[config.mk]
export PLATFORM = sky130hd
export DESIGN_NAME = css_mcu0_dmi_router
export DESIGN_NICKNAME = d
export VERILOG_FILES = /design/src/rtl/css_mcu0_dmi_router.sv
export SDC_FILE = /design/constraint.sdc
export NUM_CORES = 1
export LEC_CHECK = 0
export CAP_MARGIN = 20
export CORE_MARGIN = 1.5
export CORE_UTILIZATION = 35
export DETAILED_ROUTE_END_ITERATION = 10
export MAX_ROUTING_LAYER = met4
export PLACE_DENSITY = 0.82
export SKIP_LAST_GASP = 1
export SLEW_MARGIN = 0
export SYNTH_ARGS = -nofsm -noshare
export SYNTH_HDL_FRONTEND = slang
export SYNTH_SLANG_ARGS = --single-unit
[constraint.sdc]
create_clock -name clk -period 2.1 [get_ports clk]
set_input_delay 0.315 -clock clk [delete_from_list [all_inputs] [get_ports clk]]
set_output_delay 0.315 -clock clk [all_outputs]
set_load 0.01 [all_outputs]
[src/rtl/css_mcu0_dmi_router.sv]
// Routes one upstream DMI request at a time to one of NUM_TGT address-decoded targets.
// Latency: target strobe 1 cycle after dmi_en; read response (dmi_rvalid) 2+RD_LAT cycles after dmi_en.
// Backpressure: none; dmi_busy is high while an access is in flight and a dmi_en seen then is dropped and flagged in err_sticky.
//
// Ports:
//   clk, rst_l                               clock, asynchronous active-low reset
//   dmi_en/dmi_wr_en/dmi_addr/dmi_wdata      upstream request (single-cycle)
//   dmi_rdata/dmi_rvalid/dmi_busy            upstream read response and in-flight indication
//   tgt_enable                               per-target access enable, sampled in the dmi_en cycle
//   tgt_en/tgt_wr_en/tgt_addr/tgt_wdata      one-hot strobes and shared registered address/data to targets
//   tgt_rdata                                packed per-target read data
//   err_clr/err_sticky                       sticky error flag (denied or dropped access) and its clear
module css_mcu0_dmi_router #(
    parameter int                          NUM_TGT   = 2,
    parameter int                          ADDR_W    = 7,
    parameter int                          DATA_W    = 32,
    parameter logic [NUM_TGT*ADDR_W-1:0]   TGT_BASE  = {7'h50, 7'h00},
    parameter logic [NUM_TGT*ADDR_W-1:0]   TGT_LIMIT = {7'h7F, 7'h4F},
    parameter int                          RD_LAT    = 1,
    parameter logic [DATA_W-1:0]           ERR_RDATA = 32'hDEAD_0000
) (
    input  logic                        clk,
    input  logic                        rst_l,
    input  logic [NUM_TGT-1:0]          tgt_enable,
    input  logic                        dmi_en,
    input  logic                        dmi_wr_en,
    input  logic [ADDR_W-1:0]           dmi_addr,
    input  logic [DATA_W-1:0]           dmi_wdata,
    output logic [DATA_W-1:0]           dmi_rdata,
    output logic                        dmi_rvalid,
    output logic                        dmi_busy,
    output logic [NUM_TGT-1:0]          tgt_en,
    output logic [NUM_TGT-1:0]          tgt_wr_en,
    output logic [ADDR_W-1:0]           tgt_addr,
    output logic [DATA_W-1:0]           tgt_wdata,
    input  logic [NUM_TGT*DATA_W-1:0]   tgt_rdata,
    input  logic                        err_clr,
    output logic                        err_sticky
);

    localparam int         SEL_W  = (NUM_TGT > 1) ? $clog2(NUM_TGT) : 1;
    // Counter preload for the WAIT state; unused when RD_LAT is 0.
    localparam logic [3:0] LAT_M1 = (RD_LAT > 0) ? 4'(RD_LAT - 1) : 4'd0;

    typedef enum logic [1:0] {IDLE, ISSUE, WAIT, RESP} state_e;

    state_e              state_q, state_d;
    logic [3:0]          cnt_q, cnt_d;
    logic [SEL_W-1:0]    sel_q, dec_sel;
    logic                wr_q, deny_q;
    logic                dec_hit, dec_deny;
    logic [NUM_TGT-1:0]  tgt_en_q, tgt_en_d, tgt_wr_q, tgt_wr_d;
    logic [ADDR_W-1:0]   addr_q;
    logic [DATA_W-1:0]   wdata_q, rdata_q, rdata_d, cap_data;
    logic                err_q, err_d, err_set;
    logic                accept;

    // Address decode: scanning from the top index down lets the lowest
    // matching index overwrite any higher one, so it wins on overlap.
    always_comb begin
        dec_hit = 1'b0;
        dec_sel = '0;
        for (int i = NUM_TGT - 1; i >= 0; i--) begin
            if (dmi_addr >= TGT_BASE[i*ADDR_W +: ADDR_W] &&
                dmi_addr <= TGT_LIMIT[i*ADDR_W +: ADDR_W]) begin
                dec_hit = 1'b1;
                dec_sel = SEL_W'(i);
            end
        end
        dec_deny = !dec_hit || !tgt_enable[dec_sel];
    end

    assign accept   = (state_q == IDLE) && dmi_en;
    // Denied reads return a fixed pattern instead of target data.
    assign cap_data = deny_q ? ERR_RDATA : tgt_rdata[int'(sel_q)*DATA_W +: DATA_W];

    always_comb begin
        state_d  = state_q;
        cnt_d    = cnt_q;
        tgt_en_d = '0;
        tgt_wr_d = '0;
        rdata_d  = rdata_q;
        err_set  = 1'b0;
        case (state_q)
            IDLE: begin
                if (dmi_en) begin
                    state_d = ISSUE;
                    // Strobes are registered so they appear in the ISSUE cycle.
                    if (!dec_deny) begin
                        tgt_en_d[dec_sel] = 1'b1;
                        tgt_wr_d[dec_sel] = dmi_wr_en;
                    end
                end
            end
            ISSUE: begin
                err_set = deny_q;
                if (wr_q) begin
                    state_d = IDLE;
                end else if (RD_LAT == 0) begin
                    rdata_d = cap_data;
                    state_d = RESP;
                end else begin
                    cnt_d   = LAT_M1;
                    state_d = WAIT;
                end
            end
            WAIT: begin
                if (cnt_q == 4'd0) begin
                    rdata_d = cap_data;
                    state_d = RESP;
                end else begin
                    cnt_d = cnt_q - 4'd1;
                end
            end
            RESP: begin
                state_d = IDLE;
            end
            default: begin
                state_d = IDLE;
            end
        endcase
        // A request arriving while busy is dropped, but flagged.
        if (dmi_en && state_q != IDLE) begin
            err_set = 1'b1;
        end
        // Setting takes priority over a simultaneous clear.
        err_d = err_set ? 1'b1 : (err_clr ? 1'b0 : err_q);
    end

    always_ff @(posedge clk or negedge rst_l) begin
        if (!rst_l) begin
            state_q  <= IDLE;
            cnt_q    <= '0;
            tgt_en_q <= '0;
            tgt_wr_q <= '0;
            rdata_q  <= '0;
            err_q    <= 1'b0;
        end else begin
            state_q  <= state_d;
            cnt_q    <= cnt_d;
            tgt_en_q <= tgt_en_d;
            tgt_wr_q <= tgt_wr_d;
            rdata_q  <= rdata_d;
            err_q    <= err_d;
        end
    end

    // Request capture; the decode result is frozen here so later changes to
    // tgt_enable cannot affect an access already in flight.
    always_ff @(posedge clk or negedge rst_l) begin
        if (!rst_l) begin
            addr_q  <= '0;
            wdata_q <= '0;
            wr_q    <= 1'b0;
            sel_q   <= '0;
            deny_q  <= 1'b0;
        end else if (accept) begin
            addr_q  <= dmi_addr;
            wdata_q <= dmi_wdata;
            wr_q    <= dmi_wr_en;
            sel_q   <= dec_sel;
            deny_q  <= dec_deny;
        end
    end

    assign dmi_rdata  = rdata_q;
    assign dmi_rvalid = (state_q == RESP);
    assign dmi_busy   = (state_q != IDLE);
    assign tgt_en     = tgt_en_q;
    assign tgt_wr_en  = tgt_wr_q;
    assign tgt_addr   = addr_q;
    assign tgt_wdata  = wdata_q;
    assign err_sticky = err_q;

endmodule

==> reports/qor.yml <==
cp-start-kind: "flop"
report.final.hold_viol_count: 0
synth_top_area_share_pct: 57.05
finalCritPeriodShare_pct: 94.79
synth_area_leader_cell: "dfrtp_1"
drv_slew: 0
cp_cell_sequence: "or2_2, clkdlybuf4s50_1"
avgViaCountPerCell: 4.879
grt_usage_pct: 20.33
rows: 37
clock.fmax_mhz: 502.4
yosysMostFrequentCell: "nand2_1"
critical_path_class: "flop to output port"
dieArea_um2: 11280
layout-drive-gt1-share_pct: 5.749
cts.sinks: 85
critical_path.endpoint: "dmi_busy"
ys_warn_count: 0
synth_seq_cells: 85
power_density_nw_per_um2: 1316
path_max_fanout: 13
r2r-start: "cnt_q[0]$_DFFE_PN0P_"
fillers: 874
tightest_slew_ns: 0.7958
grt_pass1_vias: 3570
startpoint: "state_q[0]$_DFFE_PN0P_"
critical-path-top-delay-family: "flip-flops"
cp_slowest_stage_delay_ns: 0.50
synthToLayoutAreaGrowth_pct: 61.81
worstPathArrival_ns: 1.68
layout_setup_ws_ns: 0.1094
rsz0062_at_grt: "no"
cts.path.max_buffers: 2
yosys-top-cells-area: "dfrtp_1 57%, nand2_1 13%, mux2i_1 5.6%"
cts_tree: "done"
start_util_pct: 36.12
htree_levels: 3
ys_seq_area_share_pct: 57.05
firstDrtPassIters: 4
rrSetupSlack_ns: 0.14
setup_viol: 0
vias: 3464
path_buf_inv: 1
setup_tns_ns: 0
path_clk_slew_ns: 0.08
synth_cells: 388
final_nets: 680
worst_path_max_delay_cell: "dfrtp_2"
numCtsBuffers: 9
drt.antenna.violating_nets: 0
io_pins: 188
required_ns: 1.78
core_area_um2: 10320
hp-class: "flop to flop"
wirelength_um: 10930
grt-ovfl-total: 0
ys_top_cells_by_count: "125 x nand2_1, 85 x dfrtp_1, 33 x o21ai_0, 21 x mux2i_1, 21 x o31ai_1"
gp_congestion: 0.7946
crit_path_end_kind: "output port"
drt-initial-drc-count: 108
netlist_area_um2: 3729
route.detailed.drc: 0
async_reset_ff_share_pct: 100.0
die_w_um: 106.2
syn_nets: 499
grt_max_degree: 46
die_h_um: 106.2
post-dp-hpwl_um: 8157
ys.flop_type: "dfrtp_1"
diodes: 0
cap_violations: 0
rr_worst_depth: 6
synth_edf_count: 0
slew_headroom_pct: 46.95
pre_cts_slack_ns: 0.1087
min_period_ns: 1.991
peakVddDrop_uv: 627.9
path_depth: 2
wire_per_inst_um: 15.39
clk_latency_ns: 0.34
status: "complete, no violations"
postCtsSetupRepairBufs: 0
grt_pass1_wl_um: 17550
antenna_found_initial: 0
clock-root-buffer: "clkbuf_8"
fin_worst_skew_ns: 0.005588
p_leak_nw: 2.652
r2r-end: "dmi_rdata[15]$_DFFE_PN0P_"
syn_avg_cell_area_um2: 9.610
synth_cell_types: 30
io_buffers: 187
==> logic make-up (layout without fill, tap and decap cells) <==
group | after synthesis | count (layout) | synth area share [%]
AND/OR/NAND/NOR | 157 | 157 | 17.99
multiplexers | 21 | 21 | 5.638
buffers and inverters | 34 | 220 | 4.027
AO/OA/AOI/OAI | 90 | 90 | 14.97
flip-flops | 85 | 85 | 57.05
adder cells (fa/ha/maj) | 1 | 1 | 0.3355
==> power breakdown <==
part / switching, mW / internal (mW) / total (mW)
Combinational: 1.67 / 1.98 / 3.66
Clock: 0.545 / 0.822 / 1.37
Sequential: 0.579 / 2.34 / 2.92
Total: 2.80 / 5.15 / 7.94
==> what timing repair did <==
item | in CTS | in global routing
resized for setup | 0 | 2
endpoints found under the setup margin | 0 | 1
hold buffers | 1 | 0
endpoints found under the hold margin | 43 | 0
==> flip-flops by register name, indices dropped and copies added, names as in the netlist, named ones only <==
register and cells:
tgt_addr 7, deny_q 1, sel_q 1, tgt_wdata 32, cnt_q 4, wr_q 1
state_q 1, dmi_rdata 32, err_sticky 1, tgt_en 2, tgt_wr_en 2
==> layout make-up <==
cell class	instances	area, µm²	share of cell area, %
multi-input cells	269	1458	24.16
clock inverters	4	95.09	1.576
inverters	4	15.01	0.2489
well taps	136	170.2	2.820
repair buffers	200	2019	33.47
flip-flops and latches	85	2131	35.32
clock buffers	12	145.1	2.406
==> layout by cell type (no fill, tap or decap), types with 9 or more instances in the layout <==
cell type | Yosys | layout
buf_4 | 0 | 9
nand2_1 | 125 | 125
o31ai_1 | 21 | 21
clkbuf_8 | 0 | 10
o21ai_1 | 16 | 16
nor2b_1 | 13 | 13
a211oi_1 | 11 | 11
mux2i_1 | 21 | 21
dfrtp_1 | 85 | 82
clkdlybuf4s50_1 | 0 | 186
o21ai_0 | 33 | 33
==> metrics by stage <==
stage / util (%) / power (mW) / cells / hold slack [ns] / instance area, µm²
global placement: 55.99 / 6.479 / 693 / 0.3444 / 5781
detailed placement: 55.99 / 6.644 / 693 / 0.3579 / 5781
floorplan: - / 4.526 / 388 / 0.01941 / 3729
CTS: 58.42 / 8.045 / 710 / 0.4769 / 6031
global route: 58.44 / 8.505 / 710 / 0.4716 / 6033
finish: 58.44 / 7.943 / 710 / 0.4760 / 6033
==> worst reg2reg max path, cell delays in order, from the launching register on <==
cell and delay (ns):
dfrtp_1 0.43, inv_1 0.07, ha_1 0.17, or3b_1 0.38, nand2b_1 0.20, buf_4 0.27
o31ai_1 0.32
==> metal layers <==
metal	vias up	global-route usage (%)	routed length, µm
li1	1668	-	-
met1	1627	23.82	4431
met3	14	5.579	971
met2	155	34.01	5384
met4	0	6.371	138
met5	-	-	0
==> how the worst min path moves through the flow <==
stage          cells past startpoint               startpoint                        end  slack [ns]
2_1_floorplan                      0                    rst_l                  async pin        0.02
3_3_place_gp                       1                    rst_l   dmi_rdata[8]$_DFFE_PN0P_        0.34
3_5_place_dp                       1                    rst_l  dmi_rdata[11]$_DFFE_PN0P_        0.36
4_1_cts                            3            dmi_wdata[15]  tgt_wdata[15]$_DFFE_PN0P_        0.48
5_1_grt                            3            dmi_wdata[15]  tgt_wdata[15]$_DFFE_PN0P_        0.47
6_report                           2  tgt_addr[3]$_DFFE_PN0P_    tgt_addr[3]$_DFFE_PN0P_        0.48
Note: power is estimated with default switching activity, not from simulation.
